===== config.mk =====
export PLATFORM = sky130hd
export DESIGN_NAME = rgb_channel_controller
export DESIGN_NICKNAME = d
export VERILOG_FILES = /design/src/rtl/rgb_mixer_pkg.sv /design/src/rtl/button_debounce.sv /design/src/rtl/rgb_channel_controller.sv
export SDC_FILE = /design/constraint.sdc
export NUM_CORES = 1
export LEC_CHECK = 0
export BUFFER_PORTS_ARGS = -buffer_cell sky130_fd_sc_hd__buf_2
export CAP_MARGIN = 20
export CORE_MARGIN = 1
export CORE_UTILIZATION = 50
export DETAILED_ROUTE_END_ITERATION = 10
export GPL_ROUTABILITY_DRIVEN = 0
export PLACE_DENSITY = 0.66
export SLEW_MARGIN = 15
export SYNTH_ARGS = -nofsm -noshare
export SYNTH_HDL_FRONTEND = slang
export SYNTH_HIERARCHICAL = 1
export SYNTH_SLANG_ARGS = --single-unit
export TNS_END_PERCENT = 5

===== constraint.sdc =====
create_clock -name clk -period 6.73 [get_ports clk]
set_clock_uncertainty 0.05 [all_clocks]
set_input_delay 0.673 -clock clk [delete_from_list [all_inputs] [get_ports clk]]
set_output_delay 0.673 -clock clk [all_outputs]
set_load 0.02 [all_outputs]

===== src/rtl/rgb_mixer_pkg.sv =====
// Shared types and saturating arithmetic for the RGB mixer channel controller.
package rgb_mixer_pkg;

  localparam int unsigned COLOR_W = 8;

  typedef enum logic [1:0] {
    CH_R = 2'd0,
    CH_G = 2'd1,
    CH_B = 2'd2
  } channel_e;

  typedef enum logic [1:0] {
    IDLE,
    HELD,
    WAIT_REL
  } btn_state_e;

  // ch + delta*step evaluated in 16-bit signed, clamped into 0..255.
  function automatic logic [COLOR_W-1:0] sat_add(input logic [COLOR_W-1:0] ch,
                                                 input logic signed [7:0] delta,
                                                 input logic [7:0] step);
    logic signed [15:0] sum;
    sum = $signed({8'd0, ch}) + 16'(delta) * $signed({8'd0, step});
    if (sum < 16'sd0) begin
      return '0;
    end else if (sum > 16'sd255) begin
      return '1;
    end else begin
      return sum[COLOR_W-1:0];
    end
  endfunction

endpackage


===== src/rtl/button_debounce.sv =====
// Two-flop synchroniser followed by a stable-count debouncer for the push-button.
module button_debounce #(
  parameter int unsigned DEBOUNCE_CYCLES = 16
) (
  input  logic clk,
  input  logic rst,
  input  logic btn,
  output logic btn_db
);

  localparam int unsigned CntW = $clog2(DEBOUNCE_CYCLES + 1);
  localparam logic [CntW-1:0] CntMax = CntW'(DEBOUNCE_CYCLES - 1);

  logic            sync1_q;
  logic            sync2_q;
  logic [CntW-1:0] stable_cnt_q;

  always_ff @(posedge clk or posedge rst) begin
    if (rst) begin
      sync1_q      <= 1'b0;
      sync2_q      <= 1'b0;
      stable_cnt_q <= '0;
      btn_db       <= 1'b0;
    end else begin
      sync1_q <= btn;
      sync2_q <= sync1_q;
      // Count consecutive cycles the synchronised level disagrees with btn_db.
      if (sync2_q != btn_db) begin
        if (stable_cnt_q == CntMax) begin
          btn_db       <= sync2_q;
          stable_cnt_q <= '0;
        end else begin
          stable_cnt_q <= stable_cnt_q + 1'b1;
        end
      end else begin
        stable_cnt_q <= '0;
      end
    end
  end

endmodule


===== src/rtl/rgb_channel_controller.sv =====
// Routes encoder deltas to the selected RGB channel with saturation; the button
// cycles the selection on a short press and clears the channel on a long press.
module rgb_channel_controller
  import rgb_mixer_pkg::*;
#(
  parameter int unsigned STEP            = 1,
  parameter int unsigned DEBOUNCE_CYCLES = 16,
  parameter int unsigned LONG_CYCLES     = 256
) (
  input  logic               clk,
  input  logic               rst,
  input  logic [COLOR_W-1:0] count,
  input  logic               btn,
  output logic [COLOR_W-1:0] red,
  output logic [COLOR_W-1:0] green,
  output logic [COLOR_W-1:0] blue,
  output logic [1:0]         sel,
  output logic               upd
);

  localparam int unsigned HoldW = $clog2(LONG_CYCLES + 1);
  localparam logic [HoldW-1:0] HoldMax = HoldW'(LONG_CYCLES - 1);
  localparam logic [7:0] StepVal = 8'(STEP);

  logic               btn_db;
  logic               db_prev_q;
  btn_state_e         state_q;
  logic [HoldW-1:0]   hold_cnt_q;
  logic [COLOR_W-1:0] count_prev_q;
  channel_e           sel_q;
  channel_e           sel_next;
  logic signed [7:0]  delta;
  logic               db_rise, db_fall, short_ev, long_ev;
  logic [COLOR_W-1:0] cur, nxt, wr_val;
  logic               wr_en;

  button_debounce #(
    .DEBOUNCE_CYCLES(DEBOUNCE_CYCLES)
  ) u_debounce (
    .clk   (clk),
    .rst   (rst),
    .btn   (btn),
    .btn_db(btn_db)
  );

  // A raw jump of 128 lands on -128 through the signed reinterpretation.
  assign delta    = $signed(count - count_prev_q);
  assign db_rise  = btn_db & ~db_prev_q;
  assign db_fall  = ~btn_db & db_prev_q;
  assign short_ev = (state_q == HELD) && db_fall;
  assign long_ev  = (state_q == HELD) && !db_fall && (hold_cnt_q == HoldMax);
  assign sel      = sel_q;

  always_ff @(posedge clk or posedge rst) begin
    if (rst) begin
      state_q    <= IDLE;
      hold_cnt_q <= '0;
      db_prev_q  <= 1'b0;
    end else begin
      db_prev_q <= btn_db;
      case (state_q)
        IDLE: begin
          if (db_rise) begin
            state_q    <= HELD;
            hold_cnt_q <= '0;
          end
        end
        HELD: begin
          hold_cnt_q <= hold_cnt_q + 1'b1;
          if (db_fall) begin
            state_q <= IDLE;
          end else if (hold_cnt_q == HoldMax) begin
            state_q <= WAIT_REL;
          end
        end
        WAIT_REL: begin
          if (db_fall) state_q <= IDLE;
        end
        default: state_q <= IDLE;
      endcase
    end
  end

  always_comb begin
    case (sel_q)
      CH_G:    cur = green;
      CH_B:    cur = blue;
      default: cur = red;
    endcase
    case (sel_q)
      CH_R:    sel_next = CH_G;
      CH_G:    sel_next = CH_B;
      default: sel_next = CH_R;
    endcase
    nxt = sat_add(cur, delta, StepVal);
    // A long press overrides any delta arriving on the same edge.
    if (long_ev) begin
      wr_en  = (cur != '0);
      wr_val = '0;
    end else begin
      wr_en  = (nxt != cur);
      wr_val = nxt;
    end
  end

  always_ff @(posedge clk or posedge rst) begin
    if (rst) begin
      count_prev_q <= '0;
      red          <= '0;
      green        <= '0;
      blue         <= '0;
      sel_q        <= CH_R;
      upd          <= 1'b0;
    end else begin
      count_prev_q <= count;
      upd          <= wr_en;
      if (wr_en) begin
        case (sel_q)
          CH_G:    green <= wr_val;
          CH_B:    blue  <= wr_val;
          default: red   <= wr_val;
        endcase
      end
      if (short_ev) sel_q <= sel_next;
    end
  end

endmodule

# Yosys cells after proc, flatten, opt, wreduce, memory -nomap -nowiden
# Cells that the tools add are included.
[word_totals] ff_bits=55 input_bits=11 out_inout_bits=27 elab_cells=65
[op_classes] n_addsub=4 magnitude_cmp=2 n_eq_ne=11 mux=15 bitwise=5 n_reduce_logical=15
[op_table] operator="8-bit 2-to-1 mux" n=3
[op_table] operator="9-bit case mux with 2 select lines" n=1
[op_table] operator="8-bit case mux with 2 select lines" n=1
[op_table] operator="9-bit by 8-bit adder with 10-bit output" n=1
[op_table] operator="10-bit by 9-bit > comparator with 1-bit output, second input constant" n=1
[op_table] operator="10-bit by 1-bit < comparator with 1-bit output, second input constant" n=1
[op_table] operator="5-bit 2-to-1 mux" n=2
[op_table] operator="2-bit AND reduction" n=5
[op_table] operator="9-bit by 1-bit adder with 9-bit output, second input constant" n=1
[op_table] operator="9-bit by 8-bit == test with 1-bit output, second input constant" n=1
[op_table] operator="9-bit 2-to-1 mux" n=1
[op_table] operator="2-bit 2-to-1 mux" n=4
[op_table] operator="8-bit != test" n=1
[op_table] operator="8-bit nonzero test" n=1
[op_table] operator="8-bit subtractor" n=1
[op_table] operator="2-bit case mux with 3 select lines" n=1
[op_table] operator="5-bit by 1-bit adder with 5-bit output, second input constant" n=1
[op_table] operator="5-bit by 4-bit == test with 1-bit output, second input constant" n=1
[op_table] operator="2-bit by 1-bit == test with 1-bit output, second input constant" n=2
[op_table] operator="2-bit == test, second input constant" n=2
[op_table] operator="2-bit zero test" n=2
[op_table] operator="2-bit != test, second input constant" n=2
[op_table] operator="2-bit case mux with 2 select lines" n=1
[op_table] operator="1-bit logical AND" n=3
[op_table] operator="9 further kinds" n=12

# Logic depth before layout (Yosys ltp)
# Gate-level depths: netlist of the first run.
[logic_depth] ltp_word=9 mapped_depth=22 ltp_nobuf=19

# Cells and area by module
# Netlist of the first run, hierarchy kept.
[modules_own_cells] module="rgb_channel_controller" instances=1 cells_per_inst=363 area_each_um2=3348.2 seq_area_each_um2=1176.1
[modules_own_cells] module="button_debounce" instances=1 cells_per_inst=24 area_each_um2=307.8 seq_area_each_um2=200.2

# Worst setup path before layout of the first run
# OpenSTA, ideal clock, no wires.
[synth_path] kind="input -> register" startpoint="in count[4]" endpoint="reg red[0]" setup_time_ns=0.128 t_arrival_ns=4.836 path_slack_ns=1.716 stages=18 path_buffers=2 path_cell_list="ha_1 a21o_1 a311o_1 a31oi_1 or2_1 buf_2 inv_2 ha_1 nand2_1 o21ai_1 nor2_2 a221o_1 or4_1 a32o_1 nor4_4 a211o_1 buf_4 mux2_1"
[synth_between] elab_chain_len=8 word_cells_on_any_way=10 classes_between="2 x add/sub; 2 x order compare; 1 x eq/ne; 4 x mux; 1 x reduce/logical"
[synth_lines] element="from (decl)" line_no="rgb_channel_controller.sv:12" text="input logic [COLOR_W-1:0] count,"
[synth_lines] element="8-bit subtractor (*)" line_no="rgb_channel_controller.sv:47" text="assign delta = $signed(count - count_prev_q);"
[synth_lines] element="9-bit by 8-bit adder with 10-bit output (*)" line_no="rgb_mixer_pkg.sv:23" text="sum = $signed({8'd0, ch}) + 16'(delta) * $signed({8'd0, step});"
[synth_lines] element="10-bit by 9-bit > comparator with 1-bit output" line_no="rgb_mixer_pkg.sv:26" text="end else if (sum > 16'sd255) begin"
[synth_lines] element="8-bit 2-to-1 mux" line_no="rgb_mixer_pkg.sv:26"
[synth_lines] element="8-bit 2-to-1 mux (*)" line_no="rgb_mixer_pkg.sv:24" text="if (sum < 16'sd0) begin"
[synth_lines] element="8-bit != test" line_no="rgb_channel_controller.sv:101" text="wr_en = (nxt != cur);"
[synth_lines] element="1-bit 2-to-1 mux" line_no="rgb_channel_controller.sv:97" text="if (long_ev) begin"
[synth_lines] element="2-bit AND reduction (no source line)"
[synth_lines] element="to (signal assigned)" line_no="rgb_channel_controller.sv:121" text="default: red <= wr_val;"
[synth_lines] element="to (decl)" line_no="rgb_channel_controller.sv:14" text="output logic [COLOR_W-1:0] red,"
# Every way passes the cells marked *; elsewhere a longest branch is shown, timed or not.
# A chain may end at the register's enable or synchronous reset.

# Worst setup path in the final report of the first run
[layout_path] startpoint="in count[4]" endpoint="reg red[6]"
# The elaborated chain is that of the path after synthesis.

==> results of run 1 <==
==> cells in the final DEF (no fill, tap or decap), types with 4 or more instances in the layout <==
master    count
xor2_1        5
dfrtp_1      55
clkbuf_8      5
o21ai_0      21
and3_1        7
nor2b_1       5
nand4_1       4
nand2_1      23
mux2_2       16
inv_1        24
buf_2        37
and2_1        4
nand2b_1      8
a21oi_1      29
xnor2_1      14
a31oi_1       5
a21oi_2       5
nor2_1       27
nand3_1       9
mux2_1        9
ha_1         23
a21o_1        8
nor3b_1       5
a22oi_1       8
==> worst min-delay path by stage <==
stage          slack (ps)                              endpoint                    startpoint  cells after the start
2_1_floorplan         280          u_debounce/sync2_q$_DFF_PP0_  u_debounce/sync1_q$_DFF_PP0_                      0
3_3_place_gp          280          u_debounce/sync2_q$_DFF_PP0_  u_debounce/sync1_q$_DFF_PP0_                      0
3_5_place_dp          290          u_debounce/sync2_q$_DFF_PP0_  u_debounce/sync1_q$_DFF_PP0_                      0
4_1_cts               240          u_debounce/sync1_q$_DFF_PP0_                           rst                      2
5_1_grt               260  u_debounce/stable_cnt_q[4]$_DFF_PP0_                           rst                      2
6_report              240          u_debounce/sync1_q$_DFF_PP0_                           rst                      2
==> through the flow <==
stage | power [mW] | hold WS (ps)
2_1_floorplan | 1.08 | 281
3_3_place_gp | 1.28 | 285
3_5_place_dp | 1.28 | 290
4_1_cts | 1.48 | 245
5_1_grt | 1.60 | 257
6_report | 1.50 | 243
==> sequential cells by signal (all words and copies together) (netlist names) <==
signal                   cells
blue                         8
count_prev_q                 8
db_prev_q                    1
green                        8
hold_cnt_q                   9
red                          8
sel                          2
state_q                      2
u_debounce/btn_db            1
u_debounce/stable_cnt_q      5
u_debounce/sync1_q           1
u_debounce/sync2_q           1
upd                          1
==> metal layers <==
layer | vias up | routed length (um)
met3 | 11 | 302
met1 | 1430 | 3740
met2 | 73 | 3870
met5 | - | 0
li1 | 1457 | -
met4 | 0 | 105
==> cell type report <==
cell class	count	share of cell area
multi-input cells	290	0.525
clock buffers	5	0.0172
well taps	96	0.0300
inverters	26	0.0244
flip-flops and latches	55	0.343
clock inverters	3	0.00687
repair buffers	39	0.0531
==> worst reg2reg max path, delay by kind of cell, from the launching register on <==
family / cells / cell delay, ps
AOI/OAI and AO/OA: 7 / 2000
adders and majority gates: 2 / 700
muxes: 1 / 370
buffers and inverters: 2 / 200
DFF: 1 / 330
and+or+nand+nor: 5 / 1530
==> kinds of logic after synthesis <==
family,Yosys count,share of synthesized area
adder cells (fa/ha/maj),25,0.0897
AO/OA/AOI/OAI,110,0.203
flip-flops,55,0.376
multiplexers,26,0.0797
buffers and inverters,42,0.0479
XOR/XNOR,19,0.0455
AND/OR/NAND/NOR,110,0.158
==> power by group <==
part           leakage (nW)  switching (mW)  internal [mW]  total [mW]
clock                0.0467           0.120         0.0774       0.197
sequential            0.727          0.0238          0.363       0.387
combinational          1.13           0.570          0.343       0.913
==> impl_metrics.yaml, run 1 <==
outcome:
  status: "completed"
logic_synthesis:
  ys.flop_type: "dfrtp_1"
  synth_area_um2: 3660
  avgSynthCellArea_um2: 9.45
  yosys.area.top_type: "dfrtp_1"
  ys_seq_area_frac: 0.376
  synthCells: 387
  synth_area_leaders: "dfrtp_1 38%, ha_1 7.9%, mux2_2 4.9%, a21oi_1 4.0%, xnor2_1 3.4%"
  synth_common_cells: "55 x dfrtp_1, 29 x a21oi_1, 27 x nor2_1"
  async_reset_ff_frac: 1.00
  synth-edff-count: 0
  synth_top_area_share: 0.376
  synth_warnings: 6
  yosysUniqueCellTypes: 63
  yosys_register_bits: 55
  mappedNetlistNets: 423
  yosysMostFrequentCell: "dfrtp_1"
critical_path:
  r2r-start: "count_prev_q[4]$_DFF_PP0_"
  end_kind: "flop"
  crit_chain: "buf_2 > ha_1 > a21o_1 > a311o_1 > a31oi_1 > or2_1 > inv_2 > ha_1 > nand2_1 > o21ai_1 > nor2_2 > a221o_1 > or4_1 > a32o_1 > nor4_4 > a211o_1 > mux2_1"
  critPathKind: "input port to flop"
  required_ps: 6890
  path_delay_family: "compound AO/OA/AOI/OAI gates"
  critPathSlowestCell: "or4_1"
  r2r-end: "red[6]$_DFFE_PP0P_"
  startpoint_type: "input port"
  reg2reg_setup_slack_ps: 1470
  worst_setup_path_endpoint: "red[6]$_DFFE_PP0P_"
  crit_path_start: "count[4]"
  cp_slowest_stage_delay_ps: 520
  cp_max_fo: 10
  arrival_ps: 5550
  cp.depth: 17
  cp_num_buf_inv: 2
  reg2reg_depth: 17
  crit_path_frequent_cell: "ha_1"
grt:
  gr-max-usage-layer: "met2"
  grt_usage: 0.227
  grt_overflow_total: 0
  grtUsageMet1: 0.307
  grtUsageMet3: 0.0427
  antenna_found_initial: 0
  grt_pass1_vias: 2806
  grt_pass1_wl_um: 13500
  globalRouteMet2Util: 0.371
  grt_start_max_net_pins: 48
power:
  peakVddDrop_mv: 0.166
  powerDensity_nw_per_um2: 374
  power_leakage_nw: 1.90
cells_and_area:
  stdcell_area_um2: 4010
  final_cells: 514
  drive_gt1_frac: 0.187
  final_util: 0.577
  diodes: 0
  syn2layout_area_growth_pct: 9.62
  nFillCells: 603
  multi_input_area_um2: 2100
  layout.nets: 453
  seq_area_um2: 1380
timing:
  final_hold_viol_count: 0
  min_period_ps: 5380
  rsz0062_at_grt: "no"
  slew_viol_final: 0
  period_share: 0.800
  setup_viol: 0
  worstMarginPinSlew_ps: 700
  slew_headroom: 0.534
  max_freq_ghz: 0.186
  timing.final.ws_setup_ps: 1350
  tns_ps: 0
die:
  core_um2: 6940
  die_x_um: 87.5
  start_util: 0.526
  die_area_um2: 7660
  rows: 30
  pin_count: 38
  die_y_um: 87.5
placed_design:
  dpl_cell_area_um2: 3890
  pre_cts_slack_ps: 1060
  io_buffers: 37
  hpwlAfterDp_um: 5960
  placedCellCount: 505
clocking:
  cts_resized: 0
  h-tree-depth: 2
  clockRootBuffer: "clkbuf_8"
  path_clk_slew_ps: 110
  cts.sink_count: 55
  clkLatencyLatePin_ps: 320
  holdBufCountCts: 0
  tritoncts: "yes"
  cts_buffer_depth: 2
  cts_buffers: 5
  post_cts_buffers: 0
route:
  postRouteAntennaNets: 0
  wl_per_cell_um: 15.6
  drc: 0
  via_per_inst: 5.78
  drt-initial-drc-count: 292
  routed_wl_um: 8030
  firstDrtPassIters: 4
  vias: 2971
hold_path:
  min_path_type: "input port to async pin"
run:
  drv_cap: 0
Power figures use the tool's default switching activity.
==> run 2: changes to the inputs <==
ABC_AREA = 1   (was default)
PLACE_DENSITY = 0.69   (was 0.66)
clock period = 4.9 ns   (was 6.73 ns; I/O delays follow)
==> run 2 against run 1 <==
Wire length fell by 10%. Combinational power increased by 2%. Area after synthesis down 2.8%. Synthesized cell count grew 19%. Critical path type is now flop to flop.
==> impl_metrics.yaml, run 2 <==
critical_path:
  arrival_ps: 4480
  cp_slowest_stage_delay_ps: 460
  critPathKind: "flop to flop"
  startpoint_type: "flop"
  r2r-start: "sel[0]$_DFFE_PP0P_"
  critPathSlowestCell: "ha_1"
  crit_path_frequent_cell: "nand2_1"
  crit_chain: "inv_1 > ha_1 > inv_1 > a221o_1 > o21ai_0 > inv_1 > ha_1 > fa_1 > nand3_1 > nand2_1 > nand2_1 > nand3_1 > nand3_2 > nand3_1 > nand2_1 > nand2_1 > nand2_1 > nand3_1 > nor2_2 > nand2_2 > nand4_1 > nand2_1"
  end_kind: "flop"
  cp_max_fo: 24
  reg2reg_setup_slack_ps: 570
  required_ps: 5050
  crit_path_start: "sel[0]$_DFFE_PP0P_"
timing:
  tns_ps: 0
  worstMarginPinSlew_ps: 610
  rsz0062_at_grt: "no"
  max_freq_ghz: 0.231
  setup_viol: 0
  slew_headroom: 0.593
  final_hold_viol_count: 0
  slew_viol_final: 0
  min_period_ps: 4330
  period_share: 0.884
logic_synthesis:
  synth.area.mux_share: 0
  synth_area_um2: 3550
  synthAdderAreaFrac: 0.0923
  yosys.area.top_type: "dfrtp_1"
  avgSynthCellArea_um2: 7.69
  ys_seq_area_frac: 0.387
  synth-xor-area-share: 0.0296
  yosysUniqueCellTypes: 29
  yosys_register_bits: 55
  mappedNetlistNets: 498
  synth_top_area_share: 0.387
  synth_area_leaders: "dfrtp_1 39%, nand2_1 14%, ha_1 8.1%, inv_1 6.8%, nand4_1 4.9%"
  synth_top_family_by_area: "simple AND/OR/NAND/NOR gates"
  ys.flop_type: "dfrtp_1"
  synth_common_cells: "136 x nand2_1, 64 x inv_1, 55 x dfrtp_1"
  synthSimpleGateAreaFrac: 0.324
  synth_warnings: 6
  synthCells: 462
  yosysMostFrequentCell: "nand2_1"
  async_reset_ff_frac: 1.00
  synth-edff-count: 0
  synth_compound_area_frac: 0.0747
run:
  drv_cap: 0
route:
  vias: 3071
  firstDrtPassIters: 5
  via_per_inst: 5.19
  postRouteAntennaNets: 0
  wl_per_cell_um: 12.2
  routed_wl_um: 7210
  drc: 0
  drt-initial-drc-count: 152
clocking:
  post_cts_buffers: 0
  tritoncts: "yes"
  h-tree-depth: 2
  cts_resized: 0
  clockRootBuffer: "clkbuf_8"
  cts_buffer_depth: 2
  cts.sink_count: 55
  path_clk_slew_ps: 100
  holdBufCountCts: 0
  cts_buffers: 5
  clkLatencyLatePin_ps: 310
cells_and_area:
  largest_reg_flops: 9
  seq_area_um2: 1380
  diodes: 0
  nFillCells: 662
  syn2layout_area_growth_pct: 9.58
  multi_input_area_um2: 1850
  final_cells: 592
  mostFrequentLayoutCell: "nand2_1"
  final_cell_mix: "136 x nand2_1, 63 x inv_1, 55 x dfrtp_1"
  drive_gt1_frac: 0.149
  largest_register: "hold_cnt_q"
  stdcell_area_um2: 3890
  layout.nets: 532
power:
  powerDensity_nw_per_um2: 443
  peakVddDrop_mv: 0.166
  design_power_total_mw: 1.72
  power_leakage_nw: 2.14
grt:
  grt_pass1_wl_um: 12600
  grt_start_max_net_pins: 48
  grt_usage: 0.210
  grt_pass1_vias: 2961
  antenna_found_initial: 0
  grt_overflow_total: 0
placed_design:
  hpwlAfterDp_um: 5400
  placedCellCount: 584
  io_buffers: 37
  dpl_cell_area_um2: 3780
die:
  die_x_um: 86.3
  die_y_um: 86.3
  core_um2: 6830
  pin_count: 38
  die_area_um2: 7450
  start_util: 0.520
  rows: 30
outcome:
  status: "completed"
hold_path:
  min_path_type: "input port to async pin"
## run 2: logic make-up after synthesis
kind of cell / count (synthesis)
buffers and inverters: 78
adder cells (fa/ha/maj): 25
AO/OA/AOI/OAI: 43
XOR/XNOR: 12
AND/OR/NAND/NOR: 249
flip-flops: 55
## run 2: per-layer routing
layer  up-vias  share of wire  global-route usage
li1       1562              -                   -
met1      1431           0.45               0.269
met2        66           0.49               0.361
met3        12          0.039              0.0400
met4         0          0.017              0.0606
met5         -              0                   0
## run 2: final timing paths
check	to	cells after the start
min in group clk	u_debounce/sync1_q$_DFF_PP0_	1
setup / recovery	blue[0]$_DFFE_PP0P_	22
hold reg to reg	u_debounce/sync2_q$_DFF_PP0_	0
setup reg to reg	blue[0]$_DFFE_PP0P_	22
hold / removal	u_debounce/stable_cnt_q[2]$_DFF_PP0_	2
max in group asynchronous	red[5]$_DFFE_PP0P_	3
## run 2: area by class of cell
cell class              count  share of cell area
clock buffers               6              0.0212
clock inverters             1             0.00225
inverters                  67              0.0646
multi-input cells         329               0.475
flip-flops and latches     55               0.354
well taps                  96              0.0309
repair buffers             38              0.0527
## run 2: worst max-delay path, delay by kind of cell (launching register included)
| kind | cells | cell delay [ps] |
|---|---|---|
| flip-flops | 1 | 410 |
| AND/OR/NAND/NOR | 14 | 1690 |
| buffers and inverters | 3 | 510 |
| adder cells (fa/ha/maj) | 3 | 1090 |
| AO/OA/AOI/OAI | 2 | 480 |
## run 2: power breakdown
| part | total [mW] | internal (mW) | switching [mW] |
|---|---|---|---|
| Clock | 0.265 | 0.114 | 0.151 |
| Combinational | 0.932 | 0.322 | 0.610 |
| Sequential | 0.527 | 0.496 | 0.0303 |
## run 2: through the flow
stage	setup slack (ps)	utilization	hold WS (ps)
after floorplan	1300	-	256
after global placement	664	0.553	284
after detailed placement	624	0.553	287
after CTS	598	0.567	75.3
after global routing	67.9	0.570	88.6
final	569	0.570	67.6
==> run 3: changes to the inputs <==
CAP_MARGIN = 10   (was 20)
SYNTH_HIERARCHICAL = default   (was 1)
==> run 3 against run 2 <==
Synthesized cell count fell by 5.0%. Combinational power fell by 6.4%. Worst setup slack lost 56 ps. Clock-buffer cell count is 1 lower. Fmax fell by 1.3%. Via count shrank 5.9%. Critical path type unchanged. Highest routed layer unchanged.
==> impl_metrics.yaml, run 3 <==
outcome:
  status: "completed"
clocking:
  cts.sink_count: 55
  path_clk_slew_ps: 100
  holdBufCountCts: 0
  cts_buffer_depth: 2
  clkLatencyLatePin_ps: 320
  post_cts_buffers: 0
  clockRootBuffer: "clkbuf_8"
  h-tree-depth: 2
  cts_resized: 0
  cts_buffers: 5
  tritoncts: "yes"
cells_and_area:
  drive_gt1_frac: 0.137
  final_cell_mix: "123 x nand2_1, 62 x inv_1, 55 x dfrtp_1"
  seq_area_um2: 1380
  largest_register: "hold_cnt_q"
  layout.nets: 509
  diodes: 0
  largest_reg_flops: 9
  syn2layout_area_growth_pct: 9.04
  stdcell_area_um2: 3770
  mostFrequentLayoutCell: "nand2_1"
  nFillCells: 598
  multi_input_area_um2: 1770
grt:
  grt_start_max_net_pins: 56
  grt_pass1_vias: 2810
  grt_pass1_wl_um: 12500
  antenna_found_initial: 0
  grt_overflow_total: 0
  grt_usage: 0.213
route:
  postRouteAntennaNets: 0
  vias: 2891
  firstDrtPassIters: 4
  drc: 0
  wl_per_cell_um: 12.8
  routed_wl_um: 7070
  drt-initial-drc-count: 128
  via_per_inst: 5.25
logic_synthesis:
  synth_top_area_share: 0.398
  synth_common_cells: "123 x nand2_1, 63 x inv_1, 55 x dfrtp_1"
  synthCells: 439
  yosysMostFrequentCell: "nand2_1"
  mappedNetlistNets: 475
  synth_warnings: 0
  synth-edff-count: 0
  yosys_register_bits: 55
  synth_area_leaders: "dfrtp_1 40%, nand2_1 13%, ha_1 8.3%, inv_1 6.8%, nand4_1 4.9%"
  yosysUniqueCellTypes: 32
  ys_seq_area_frac: 0.398
  async_reset_ff_frac: 1.00
  avgSynthCellArea_um2: 7.88
  ys.flop_type: "dfrtp_1"
  synth_area_um2: 3460
  yosys.area.top_type: "dfrtp_1"
power:
  powerDensity_nw_per_um2: 441
  peakVddDrop_mv: 0.215
  power_leakage_nw: 2.14
critical_path:
  crit_path_start: "sel[0]$_DFFE_PP0P_"
  r2r-start: "sel[0]$_DFFE_PP0P_"
  cp_max_fo: 28
  cp_slowest_stage_delay_ps: 460
  cp_num_buf_inv: 4
  end_kind: "flop"
  critPathKind: "flop to flop"
  path_delay_family: "simple AND/OR/NAND/NOR gates"
  startpoint_type: "flop"
  crit_path_frequent_cell: "nand2_1"
  arrival_ps: 4590
  r2r-end: "blue[2]$_DFFE_PP0P_"
  reg2reg_depth: 23
  required_ps: 5100
  cp.depth: 23
  critPathSlowestCell: "ha_1"
  crit_chain: "inv_1 > ha_1 > inv_1 > a221o_1 > o21ai_0 > inv_1 > ha_1 > fa_1 > nand3_1 > nand2_1 > a21oi_1 > nand3_2 > nand3_1 > nand2_1 > nand2_1 > nand2_1 > inv_1 > nand2_1 > nor2_2 > nand3_4 > nand3_2 > nand2_1 > nand2_1"
  reg2reg_setup_slack_ps: 510
hold_path:
  min_path_type: "input port to flop"
  hold_start: "btn"
  hold-path-endpoint: "u_debounce.sync1_q$_DFF_PP0_"
  hold_depth: 1
die:
  pin_count: 38
  die_area_um2: 7250
  start_util: 0.532
  die_y_um: 85.2
  rows: 29
  die_x_um: 85.2
  core_um2: 6490
timing:
  max_freq_ghz: 0.228
  slew_viol_final: 0
  final_hold_viol_count: 0
  period_share: 0.895
  worstMarginPinSlew_ps: 804
  whs_ps: 234
  setup_viol: 0
  rsz0062_at_grt: "no"
  min_period_ps: 4390
  tns_ps: 0
  slew_headroom: 0.463
run:
  drv_cap: 0
placed_design:
  dpl_cell_area_um2: 3680
  hpwlAfterDp_um: 5350
  io_buffers: 37
run 3: per-layer routing:
layer  wire length (um)  global-route usage  vias up
met1               3330               0.268     1336
met2               3480               0.386       45
li1                   -                   -     1503
met4                 68              0.0447        0
met5                  0                   0        -
met3                192              0.0321        7
run 3: cell type report:
type                       count  share of cell area
clock buffer                   5              0.0182
clock inverter                 3             0.00630
inverter                      64              0.0637
multi-input combinational    309               0.470
sequential                    55               0.365
tap                           77              0.0255
timing repair buffer          38              0.0511
run 3: how the worst max path moves through the flow:
stage                     endpoint
2_1_floorplan  blue[0]$_DFFE_PP0P_
3_3_place_gp   blue[2]$_DFFE_PP0P_
3_5_place_dp   blue[2]$_DFFE_PP0P_
5_1_grt         red[1]$_DFFE_PP0P_
6_report       blue[2]$_DFFE_PP0P_
4_1_cts        blue[6]$_DFFE_PP0P_
run 3: where the power goes:
group | switching, mW | internal (mW)
sequential | 0.0300 | 0.496
clock | 0.160 | 0.104
combinational | 0.565 | 0.307
total | 0.755 | 0.907
run 3: worst reg2reg max path, cell delays in order, from the launching register on:
cell     delay (ps)
dfrtp_1         410
inv_1            90
ha_1            460
inv_1           300
a221o_1         330
o21ai_0         130
inv_1           110
ha_1            230
fa_1            410
nand3_1          90
nand2_1         110
a21oi_1         200
nand3_2         180
nand3_1         140
nand2_1          80
nand2_1          70
nand2_1          60
inv_1            50
nand2_1          60
nor2_2          120
nand3_4         270
nand3_2         270
nand2_1          70
nand2_1          70
run 3: stage by stage:
step | worst slack, ps | utilization | total power [mW] | cells
final | 513 | 0.581 | 1.66 | 551
after global routing | 41.9 | 0.581 | 1.82 | 551
after CTS | 492 | 0.581 | 1.67 | 551
after floorplan | 1230 | - | 1.23 | 439
after detailed placement | 547 | 0.566 | 1.40 | 543
after global placement | 696 | 0.566 | 1.39 | 543
run 3: cells by family (layout without fill, tap and decap cells):
group,count (synthesis),count (layout),synth area share
AND/OR/NAND/NOR,224,224,0.298
buffers and inverters,75,110,0.0894
flip-flops,55,55,0.398
AO/OA/AOI/OAI,44,44,0.0785
adder cells (fa/ha/maj),25,25,0.0948
XOR/XNOR,15,15,0.0380
multiplexers,1,1,0.00326
